[src/rtl/square_pkg.sv]
// Shared definitions for the squarer and the square-root datapath.
// Holds the default operand format and the squarer state encoding.
package square_pkg;

  localparam int IN_W_DEF   = 26;
  localparam int FRAC_W_DEF = 13;

  typedef enum logic [1:0] {
    SQ_IDLE,
    SQ_RUN,
    SQ_DONE
  } sq_state_t;

endpackage

[src/rtl/square_step.sv]
// One shift-add step of the squarer: conditionally adds the multiplicand.
// Kept separate so a radix-4 step can replace it without touching the FSM.
module square_step #(
  parameter int W = 52
) (
  input  logic [W-1:0] acc_i,
  input  logic [W-1:0] mcand_i,
  input  logic         bit_i,
  output logic [W-1:0] acc_o
);

  assign acc_o = bit_i ? (acc_i + mcand_i) : acc_i;

endmodule

[src/rtl/fixed_point_square.sv]
// Sequential LSB-first shift-add squarer, exact 2*IN_W-bit result in IN_W+2 cycles.
// Optional remainder output A_ref - X*X is enabled by defining SQUARE_REMAINDER_EN.
module fixed_point_square
  import square_pkg::*;
#(
  parameter int IN_W   = IN_W_DEF,
  parameter int FRAC_W = FRAC_W_DEF
) (
  input  logic                  clk,
  input  logic                  rst_,
  input  logic                  start,
  input  logic [IN_W-1:0]       X,
`ifdef SQUARE_REMAINDER_EN
  input  logic [2*IN_W-1:0]     A_ref,
  output logic signed [2*IN_W:0] R,
  output logic                  R_neg,
`endif
  output logic                  busy,
  output logic                  done,
  output logic [2*IN_W-1:0]     Y
);

  localparam int OW = 2 * IN_W;
  localparam int CW = $clog2(IN_W);
  // FRAC_W only documents the binary point; the arithmetic is format-agnostic.
  localparam int unused_frac_w = FRAC_W;

  sq_state_t         state_q;
  logic [IN_W-1:0]   x_sh_q;
  logic [OW-1:0]     mcand_q;
  logic [OW-1:0]     acc_q;
  logic [OW-1:0]     acc_d;
  logic [CW-1:0]     cnt_q;
  logic              busy_q;
  logic              done_q;
  logic [OW-1:0]     y_q;

  square_step #(.W(OW)) u_step (
    .acc_i   (acc_q),
    .mcand_i (mcand_q),
    .bit_i   (x_sh_q[0]),
    .acc_o   (acc_d)
  );

`ifdef SQUARE_REMAINDER_EN
  logic [OW-1:0]        aref_q;
  logic signed [OW:0]   r_q;
  logic signed [OW:0]   rem_d;
  logic                 r_neg_q;

  assign rem_d = $signed({1'b0, aref_q}) - $signed({1'b0, acc_q});

  always_ff @(posedge clk) begin
    if (!rst_) begin
      aref_q  <= '0;
      r_q     <= '0;
      r_neg_q <= 1'b0;
    end else if (state_q == SQ_IDLE && !busy_q && start) begin
      aref_q <= A_ref;
    end else if (state_q == SQ_DONE) begin
      r_q     <= rem_d;
      r_neg_q <= rem_d[OW];
    end
  end

  assign R     = r_q;
  assign R_neg = r_neg_q;
`endif

  always_ff @(posedge clk) begin
    if (!rst_) begin
      state_q <= SQ_IDLE;
      x_sh_q  <= '0;
      mcand_q <= '0;
      acc_q   <= '0;
      cnt_q   <= '0;
      busy_q  <= 1'b0;
      done_q  <= 1'b0;
      y_q     <= '0;
    end else begin
      case (state_q)
        SQ_IDLE: begin
          done_q <= 1'b0;
          // busy_q still set here means this is the done cycle: start is ignored.
          if (busy_q) begin
            busy_q <= 1'b0;
          end else if (start) begin
            busy_q  <= 1'b1;
            x_sh_q  <= X;
            mcand_q <= {{IN_W{1'b0}}, X};
            acc_q   <= '0;
            cnt_q   <= '0;
            state_q <= SQ_RUN;
          end
        end
        SQ_RUN: begin
          acc_q   <= acc_d;
          mcand_q <= mcand_q << 1;
          x_sh_q  <= x_sh_q >> 1;
          cnt_q   <= cnt_q + 1'b1;
          if (cnt_q == CW'(IN_W - 1)) begin
            state_q <= SQ_DONE;
          end
        end
        SQ_DONE: begin
          y_q     <= acc_q;
          done_q  <= 1'b1;
          state_q <= SQ_IDLE;
        end
        default: begin
          state_q <= SQ_IDLE;
        end
      endcase
    end
  end

  assign busy = busy_q;
  assign done = done_q;
  assign Y    = y_q;

endmodule

[config.mk]
export PLATFORM = sky130hd
export DESIGN_NAME = fixed_point_square
export DESIGN_NICKNAME = d
export VERILOG_FILES = /design/src/rtl/square_pkg.sv /design/src/rtl/square_step.sv /design/src/rtl/fixed_point_square.sv
export SDC_FILE = /design/constraint.sdc
export NUM_CORES = 1
export LEC_CHECK = 0
export CAP_MARGIN = 20
export CORE_ASPECT_RATIO = 1.4
export CORE_MARGIN = 10
export CORE_UTILIZATION = 50
export CTS_BUF_LIST = sky130_fd_sc_hd__clkbuf_2
export DETAILED_ROUTE_END_ITERATION = 6
export PLACE_DENSITY = 0.71
export SYNTH_ARGS = -nofsm -noshare
export SYNTH_HDL_FRONTEND = slang
export SYNTH_HIERARCHICAL = 1
export SYNTH_SLANG_ARGS = --single-unit
[constraint.sdc]
create_clock -name clk -period 3.8 [get_ports clk]
set_input_delay 0.57 -clock clk [delete_from_list [all_inputs] [get_ports clk]]
set_output_delay 0.57 -clock clk [all_outputs]
set_load 0.03 [all_outputs]
* After elaboration in Yosys (flattened, before gate mapping)
Index checks and enable logic that the tools add are counted.
Operators by class: reduce and logical (&&, ||, !) cells 6, eq/ne operators 7, add/subtract/negate cells 2, multiplexer cells 20
Operator list (count):
- $mux W52 | 5
- $pmux W52 S2 | 2
- $add A52 B52 Y52 | 1
- $mux W26 | 2
- $pmux W26 S2 | 1
- $mux W5 | 2
- $pmux W5 S2 | 1
- $ne A2 B2 Y1 const B | 4
- $mux W2 | 3
- $reduce_and A3 Y1 | 2
- $add A5 B1 Y5 const B | 1
- $eq A5 B5 Y1 const B | 1
- $pmux W2 S2 | 1
- $reduce_and A4 Y1 | 1
- $reduce_bool A2 Y1 | 2
- $eq A2 B1 Y1 const B | 1
- $eq A2 B2 Y1 const B | 1
- $logic_not A2 Y1 | 1
- $mux W1 | 2
- $pmux W1 S2 | 1
Word-level totals: logic and storage cells 43, input port bits 29, flip-flop bits (word level) 191

* Longest topological paths before layout
Gate-level depths: netlist of run 1.
depth in word-level cells 3, mapped depth 13

* By module
The synthesis of run 1 kept the hierarchy.
Modules (own cells, without submodules):
- fixed_point_square | cells an instance 742, area each 7034.2 um^2, instances 1, sequential area each 3823.7 um^2
- square_step | cells an instance 537, area each 3772.4 um^2, instances 1, sequential area each 0.0 um^2

* Worst setup path before layout of run 1
Ideal clock, no wire load.
kind reg-to-reg, start register acc_q[0], end register acc_q[44], path slack 0.619 ns, buffers on the path 0, stages on the path, launching flop included 14, arrival time 3.062 ns, required time 3.681 ns, path through dfxtp_1 -> ha_1 -> inv_1 -> fa_1 -> and2b_1 -> o2111ai_2 -> a21oi_2 -> o311ai_1 -> a2111o_1 -> and3_4 -> o311ai_4 -> xor2_1 -> mux2_2 -> o221a_2
On the way: cells in the longest elaborated chain, start to end 3
Ends and longest elaborated chain:
- start, declared | line fixed_point_square.sv:31 | logic [OW-1:0] acc_q;
- start signal, assigned | line fixed_point_square.sv:75 | acc_q <= '0;
- start signal, assigned | line fixed_point_square.sv:91 | acc_q <= '0;
- start signal, assigned | line fixed_point_square.sv:97 | acc_q <= acc_d;
- $add A52 B52 Y52 | line square_step.sv:12 | assign acc_o = bit_i ? (acc_i + mcand_i) : acc_i;
- $mux W52 | line square_step.sv:12
- via acc_d[44] | line fixed_point_square.sv:32 | logic [OW-1:0] acc_d;
- $pmux W52 S2 | line fixed_point_square.sv:81 | case (state_q)
The timed path passes the listed nets, and every way through them passes these cells. The select of a mux whose other input is x is not followed. A chain may end at the register's enable or synchronous reset.

* Worst setup path in the final report of run 1
start register acc_q[0], end register acc_q[50]
The elaborated chain is that of the path after synthesis.

==> impl_metrics.toml, run 1 <==
[power]
p_total_mw = 4.141
power_frac_clock = 0.254
p_leak_nw = 4.688
powerDensity_nw_per_um2 = 347.9
switchingPower_mw = 1.432
power.internal_mw = 2.709
p_sw_frac = 0.3459
p_comb_frac = 0.203
irDropWorstVdd_mv = 0.2552
seqPwrFrac = 0.543

[timing]
hold_viol = 0
setup_viol = 0
post-route-min-period_ns = 3.554
finClkSkew_ns = 0.05459
slew_viol_final = 0
max_freq_mhz = 281.4
grt_setup_unrepaired = "no"
worstMarginPinSlew_ns = 0.8627
setup_ws_ns = 0.2461
period_share = 0.9352
maxSlewHeadroom = 0.4249
fin_setup_tns_ns = 0
fin_hold_ws_ns = 0.1802

[clocking]
cts.sinks = 191
tritoncts = "yes"
clk_latency_ns = 0.86
cts-root-buf = "clkbuf_2"
cts_resized = 0
postCtsHoldBufs = 0
clockBufferDepth = 2
cts_made_buffers = 17
cts_setup_buffers = 0
clkSlewWorstSetupHoldPaths_ns = 0.34
htree_levels = 4

[setup_path]
critical_path_class = "reg2reg"
ff2ff_path_depth = 13
crit_buf_inv = 1
slowest_stage = "dfxtp_1"
cp_max_fo = 4
end_kind = "flip-flop"
cp-start-kind = "flip-flop"
slowest_delay_ns = 0.45
reg2reg_slack_ns = 0.25
cp.arrival_ns = 4.35
cp_cell_sequence = "ha_1 > inv_1 > fa_1 > and2b_1 > o2111ai_2 > a211oi_1 > o21ai_0 > nor3b_1 > o31a_1 > o2111ai_1 > a21oi_1 > a311o_1 > o221a_2"
crit_required_ns = 4.59
reg2reg_to = "acc_q[50]$_SDFFE_PN0P_"
r2r-start = "acc_q[0]$_SDFFE_PN0P_"
path_delay_family = "compound AO/OA/AOI/OAI gates"

[synthesis]
synth-edff-count = 0
yosysMostFrequentCell = "nand2_1"
ys.flop_type = "dfxtp_1"
synth.ff_latch_count = 191
ys_top_cells_by_count = "nand2_1 (227), dfxtp_1 (191), a21oi_1 (74)"
syn_nets = 1362
syn_avg_cell_area_um2 = 8.449
synth.top_cell.area_share = 0.3538
syn_area_um2 = 10810
ys_async_sr_fraction = 0
yosysTopAreaCell = "dfxtp_1"
synth.area.top_cells = "dfxtp_1 (35%), nand2_1 (7.9%), ha_1 (6.1%)"
synth_cell_types = 71
yosysSeqAreaShare = 0.3538
syn_inst = 1279
synth_warnings = 6

[place]
port_buffers = 82
place_congestion = 0.9407
hpwl_um = 20230
post-place-ws_ns = 0.3006

[detailed_routing]
wire_per_inst_um = 18.25
dr.first_iter.drc_count = 673
drc = 0
dr.pass1.iters = 5
drtAntennaViolNets = 0
num_vias = 9560
drt_wl_total_um = 28570
viasPerCell = 6.105

[global_routing]
antenna_found_initial = 1
grt_pass1_wl_um = 47100
grt_pass1_vias = 9333
grtUsageTotal = 0.2049
grt_start_max_net_pins = 153
grt-ovfl-total = 0

[final_layout]
final_nets = 1374
area_delta_synth_final_pct = 10.13
layout-drive-gt1-share = 0.1296

[run]
drv_cap = 0

[floorplanning]
die_height_um = 194.0
io-pin-count = 83
die_w_um = 144.3
std_cell_rows = 63
core_area_um2 = 21200
dieArea_um2 = 27980
initial_core_util = 0.5096

[hold_path]
min_path_type = "in2reg"
hold_depth = 3
hold_start = "rst_"
hold-path-endpoint = "mcand_q[11]$_SDFFE_PN0P_"

[outcome]
status = "finished, final reports clean"
cell type report:
cell class,count,area (um^2)
Fill cell,2063,9303
Inverter,21,78.83
Sequential cell,191,3825
Timing Repair Buffer,96,948.4
Multi-Input combinational cell,964,6467
Clock inverter,15,166.4
Clock buffer,17,85.08
Tap cell,260,325.3
Antenna cell,2,5.005
registers in the layout (all words and copies together) (netlist names):
register and cells:
busy 1, Y 52, cnt_q 5, acc_q 52, x_sh_q 26, mcand_q 52, done 1, state_q 2
worst max path at each step:
| stage | depth (start not counted) | slack (ns) | from | to |
|---|---|---|---|---|
| finish | 13 | 0.25 | acc_q[0]$_SDFFE_PN0P_ | acc_q[50]$_SDFFE_PN0P_ |
| global route | 13 | 0.08 | acc_q[0]$_SDFFE_PN0P_ | acc_q[50]$_SDFFE_PN0P_ |
| CTS | 13 | 0.26 | acc_q[0]$_SDFFE_PN0P_ | acc_q[50]$_SDFFE_PN0P_ |
| detailed placement | 13 | 0.30 | acc_q[0]$_SDFFE_PN0P_ | acc_q[50]$_SDFFE_PN0P_ |
| global placement | 13 | 0.35 | acc_q[0]$_SDFFE_PN0P_ | acc_q[50]$_SDFFE_PN0P_ |
| floorplan | 13 | 0.62 | acc_q[0]$_SDFFE_PN0P_ | acc_q[44]$_SDFFE_PN0P_ |
per-layer routing:
metal / vias to the layer above / track usage / part of all wire
met4: 0 / 0.07143 / 0.028
met3: 55 / 0.03725 / 0.034
li1: 4734 / - / -
met5: - / 0 / 0
met2: 191 / 0.3736 / 0.53
met1: 4580 / 0.2290 / 0.41
power groups by stage:
stage                     Clock (mW)  Combinational (mW)  Sequential (mW)
after floorplan                    0               0.663             2.23
after global placement             0               0.823             2.28
after detailed placement           0               0.833             2.28
after CTS                       1.08               0.837             2.25
after global routing            1.17               0.933             2.26
final                           1.05               0.842             2.25
placed cells by master (no fill, tap or decap), types with 53 or more instances in the layout:
master,netlist,routed
nand2_1,227,226
dfxtp_1,191,190
clkdlybuf4s50_1,0,81
a21oi_1,74,74
nand3_1,63,63
o21ai_0,60,60
o221a_2,57,57
a21boi_0,56,56
ha_1,53,53
metrics by stage:
step	cells	utilization	cell area [um^2]
final	1566	0.5613	11900
after detailed placement	1532	0.5492	11640
after global placement	1532	0.5492	11640
after CTS	1564	0.5610	11900
after global routing	1565	0.5612	11900
after floorplan	1279	-	10810
kinds of logic after synthesis:
logic type / share of synthesized area
adder cells (fa/ha/maj): 0.06322
multiplexers: 0.04643
AND/OR/NAND/NOR: 0.1854
XOR/XNOR: 0.03647
flip-flops: 0.3538
AO/OA/AOI/OAI: 0.2643
buffers and inverters: 0.05037
tightest hold or removal path, stage by stage:
cell,delay (ns)
buf_4,0.26
o21ai_0,0.14
a31oi_1,0.05
(Power assumes the default switching activity.)
==> run 2, diff against run 1 <==
- CORE_UTILIZATION: 50 -> 35
- PLACE_DENSITY: 0.71 -> 0.53
==> impl_metrics.toml, run 2 (synthesis results as in run 1) <==
[outcome]
status = "finished, final reports clean"

[timing]
post-route-min-period_ns = 3.635
slew_viol_final = 0
fin_setup_tns_ns = 0
max_freq_mhz = 275.1
period_share = 0.9565
finClkSkew_ns = 0.06184
maxSlewHeadroom = 0.4039
worstMarginPinSlew_ns = 0.8922
hold_viol = 0
setup_viol = 0
grt_setup_unrepaired = "no"

[setup_path]
slowest_delay_ns = 0.44
cp_max_fo = 4
slowest_stage = "dfxtp_1"
critical_path_class = "reg2reg"
cp_cell_sequence = "ha_1 > inv_1 > fa_1 > and2b_1 > o2111ai_2 > a211oi_2 > o21ai_0 > nor3b_1 > o31a_1 > o2111ai_1 > a21oi_1 > a311o_1 > o221a_2"
cp-start-kind = "flip-flop"
end_kind = "flip-flop"
cp.arrival_ns = 4.46
crit_required_ns = 4.63

[clocking]
cts-root-buf = "clkbuf_2"
cts.sinks = 191
clk_latency_ns = 0.90
tritoncts = "yes"
cts_made_buffers = 17
htree_levels = 4
clockBufferDepth = 2
clkSlewWorstSetupHoldPaths_ns = 0.29
postCtsHoldBufs = 0

[power]
p_total_mw = 4.092
irDropWorstVdd_mv = 0.1880
p_leak_nw = 4.681
powerDensity_nw_per_um2 = 340.0

[detailed_routing]
dr.pass1.iters = 5
viasPerCell = 5.539
drt_wl_total_um = 31910
wire_per_inst_um = 18.81
drc = 0
drtAntennaViolNets = 0
num_vias = 9394
dr.first_iter.drc_count = 493

[global_routing]
grt_start_max_net_pins = 153
grt_pass1_wl_um = 51000
antenna_found_initial = 1
grt-ovfl-total = 0
grt_pass1_vias = 9423
grtUsageTotal = 0.1638

[floorplanning]
core_area_um2 = 30620
initial_core_util = 0.3529
io-pin-count = 83
die_w_um = 168.5
std_cell_rows = 76
dieArea_um2 = 38400
die_height_um = 227.9

[final_layout]
area_delta_synth_final_pct = 11.37
final_cell_mix = "nand2_1 (226), dfxtp_1 (190), clkdlybuf4s50_1 (81)"
layout-drive-gt1-share = 0.1295
final_common_cell = "nand2_1"
regArea_um2 = 3825
multi_input_area_um2 = 6472
final_nets = 1375
fillers = 3271

[place]
hpwl_um = 22870
place_congestion = 0.8631
port_buffers = 82

[run]
drv_cap = 0

[hold_path]
min_path_type = "in2reg"
[run 2: cell types whose count changed in the layout (fill, tap and decap cells not counted), moves of 2 or more]
cell      delta
clkinv_1     +2
clkinv_8     -2
inv_8        -3
clkinv_2     +2
[run 2: repair_timing]
item                       in CTS  in global routing
setup endpoints to repair       0                  1
resized for setup               0                  1
setup buffers                   0                  0
[run 2: layout make-up]
type	instances	share of cell area
multi-input cells	964	0.5378
flip-flops and latches	191	0.3178
repair buffers	97	0.07943
well taps	390	0.04054
clock inverters	15	0.01060
clock buffers	17	0.007069
inverters	21	0.006550
diodes	1	0.0002079
[run 2: metrics by stage]
step	setup WS, ns	cells	instance area [um^2]	hold WS, ns	util
3_5_place_dp	0.1767	1663	11820	0.4570	0.3859
4_1_cts	0.1469	1695	12030	0.06218	0.3928
5_1_grt	0.01655	1696	12040	0.1025	0.3931
2_1_floorplan	0.6193	1279	10810	0.4475	-
6_report	0.1652	1696	12040	0.1812	0.3931
3_3_place_gp	0.2680	1663	11820	0.4506	0.3859
[run 2: worst paths after layout]
path,slack (ns),to,startpoint,depth (start not counted)
hold reg to reg,0.46,x_sh_q[3]$_SDFFE_PN0P_,x_sh_q[4]$_SDFFE_PN0P_,2
setup / recovery,0.17,acc_q[50]$_SDFFE_PN0P_,acc_q[0]$_SDFFE_PN0P_,13
setup reg to reg,0.17,acc_q[50]$_SDFFE_PN0P_,acc_q[0]$_SDFFE_PN0P_,13
hold / removal,0.18,mcand_q[22]$_SDFFE_PN0P_,rst_,3
[run 2: worst max-delay path, delay by kind of cell, from the launching register on]
family | cells | cell delay, ns
simple gates | 2 | 0.44
compound gates | 8 | 2.05
fa+ha+maj | 2 | 0.59
flops | 1 | 0.44
buf+inv | 1 | 0.06
[run 2: power breakdown]
part           internal [mW]  total (mW)  switching (mW)  leakage (nW)
logic                  0.361       0.857           0.497          2.99
registers               2.12        2.25           0.123          1.56
clock network          0.196       0.988           0.792         0.133
[run 2: routing by layer]
layer  wire, um  vias up  GRT usage
met5          0        -          0
met4        700        0    0.05589
met3        949       28    0.02959
met2      17630      130     0.3138
met1      12620     4508     0.1726
li1           -     4728          -
==> run 3, diff against run 2 <==
- CAP_MARGIN: 20 -> not set
- clock period: 3.8 -> 4.5 ns (I/O delays scaled with it)
==> impl_metrics.toml, run 3 (synthesis results as in run 1) <==
[detailed_routing]
num_vias = 9459
wire_per_inst_um = 18.94
drc = 0
drt_wl_total_um = 32090
dr.pass1.iters = 5
drtAntennaViolNets = 0
dr.first_iter.drc_count = 490
viasPerCell = 5.584

[timing]
fin_setup_tns_ns = 0
grt_setup_unrepaired = "no"
finClkSkew_ns = 0.05567
hold_viol = 0
setup_viol = 0
period_share = 0.7854
maxSlewHeadroom = 0.5005
post-route-min-period_ns = 3.534
max_freq_mhz = 283.0
worstMarginPinSlew_ns = 0.7467
slew_viol_final = 0

[floorplanning]
core_area_um2 = 30620
dieArea_um2 = 38400
die_height_um = 227.9
std_cell_rows = 76
initial_core_util = 0.3529
io-pin-count = 83
die_w_um = 168.5

[clocking]
clockBufferDepth = 2
tritoncts = "yes"
clk_latency_ns = 0.91
cts.sinks = 191
cts_setup_buffers = 0
cts_resized = 0
postCtsHoldBufs = 0
clkSlewWorstSetupHoldPaths_ns = 0.29
htree_levels = 4
cts-root-buf = "clkbuf_2"
cts_made_buffers = 17

[global_routing]
grt_start_max_net_pins = 67
grt_pass1_vias = 9438
grt_pass1_wl_um = 51360
antenna_found_initial = 1
grtUsageTotal = 0.1643
grt-ovfl-total = 0

[setup_path]
critical_path_class = "reg2reg"
path_delay_family = "compound AO/OA/AOI/OAI gates"
crit_buf_inv = 1
cp_max_fo = 4
cp.arrival_ns = 4.35
end_kind = "flip-flop"
cp_cell_sequence = "ha_1 > inv_1 > fa_1 > and2b_1 > o2111ai_2 > a211oi_1 > o21ai_0 > nor3b_1 > o31a_1 > o2111ai_1 > a21oi_1 > a311o_1 > o221a_2"
cp-start-kind = "flip-flop"
crit_required_ns = 5.32
slowest_delay_ns = 0.44
slowest_stage = "dfxtp_1"

[final_layout]
layout-drive-gt1-share = 0.1274
fillers = 3217
final_cell_mix = "nand2_1 (226), dfxtp_1 (190), clkdlybuf4s50_1 (81)"
final_nets = 1374
final_common_cell = "nand2_1"
area_delta_synth_final_pct = 11.94

[run]
drv_cap = 0

[place]
place_congestion = 0.9118
port_buffers = 82
hpwl_um = 23240

[power]
irDropWorstVdd_mv = 0.1512
p_leak_nw = 4.712
p_total_mw = 3.691
powerDensity_nw_per_um2 = 305.1

[hold_path]
min_path_type = "in2reg"

[outcome]
status = "finished, final reports clean"
## run 3: area by class of cell
cell class,instances,area [um^2],share of cell area
flip-flops and latches,191,3825,0.3162
diodes,1,2.502,0.0002069
multi-input cells,964,6467,0.5347
well taps,390,488.0,0.04034
repair buffers,96,935.9,0.07737
clock inverters,12,203.9,0.01686
inverters,21,78.83,0.006516
clock buffers,19,95.09,0.007861
## run 3: final timing paths
check / slack (ns) / cells past startpoint / startpoint / end
worst max register to register: 0.97 / 13 / acc_q[0]$_SDFFE_PN0P_ / acc_q[50]$_SDFFE_PN0P_
worst max-delay path: 0.97 / 13 / acc_q[0]$_SDFFE_PN0P_ / acc_q[50]$_SDFFE_PN0P_
worst min register to register: 0.47 / 2 / mcand_q[32]$_SDFFE_PN0P_ / mcand_q[33]$_SDFFE_PN0P_
worst min-delay path: 0.21 / 3 / rst_ / x_sh_q[2]$_SDFFE_PN0P_
## run 3: worst reg2reg max path, stage by stage, from the launching register on
cell	delay (ns)
dfxtp_1	0.44
ha_1	0.19
inv_1	0.06
fa_1	0.39
and2b_1	0.25
o2111ai_2	0.15
a211oi_1	0.27
o21ai_0	0.15
nor3b_1	0.20
o31a_1	0.39
o2111ai_1	0.27
a21oi_1	0.10
a311o_1	0.33
o221a_2	0.28
## run 3: per-layer routing
| layer | routed length [um] | global-route usage | part of all wire |
|---|---|---|---|
| met2 | 17850 | 0.3174 | 0.56 |
| met3 | 847 | 0.02684 | 0.026 |
| met4 | 743 | 0.05943 | 0.023 |
| met5 | 0 | 0 | 0 |
| met1 | 12650 | 0.1713 | 0.39 |
## run 3: power by group
group          internal (mW)  leakage [nW]  switching, mW
Sequential              1.79          1.56          0.112
Combinational          0.302          2.97          0.413
Clock                  0.430         0.176          0.640
## run 3: per-stage QoR
stage / utilization / setup slack (ns) / std cells / hold WS (ns) / cell area (um^2)
after floorplan: - / 1.319 / 1279 / 0.4475 / 10810
after global routing: 0.3951 / 0.7243 / 1694 / 0.1815 / 12100
final: 0.3951 / 0.9658 / 1694 / 0.2088 / 12100
after CTS: 0.3950 / 0.9657 / 1693 / 0.09166 / 12090
after detailed placement: 0.3852 / 1.013 / 1662 / 0.4583 / 11800
after global placement: 0.3852 / 1.077 / 1662 / 0.4506 / 11800
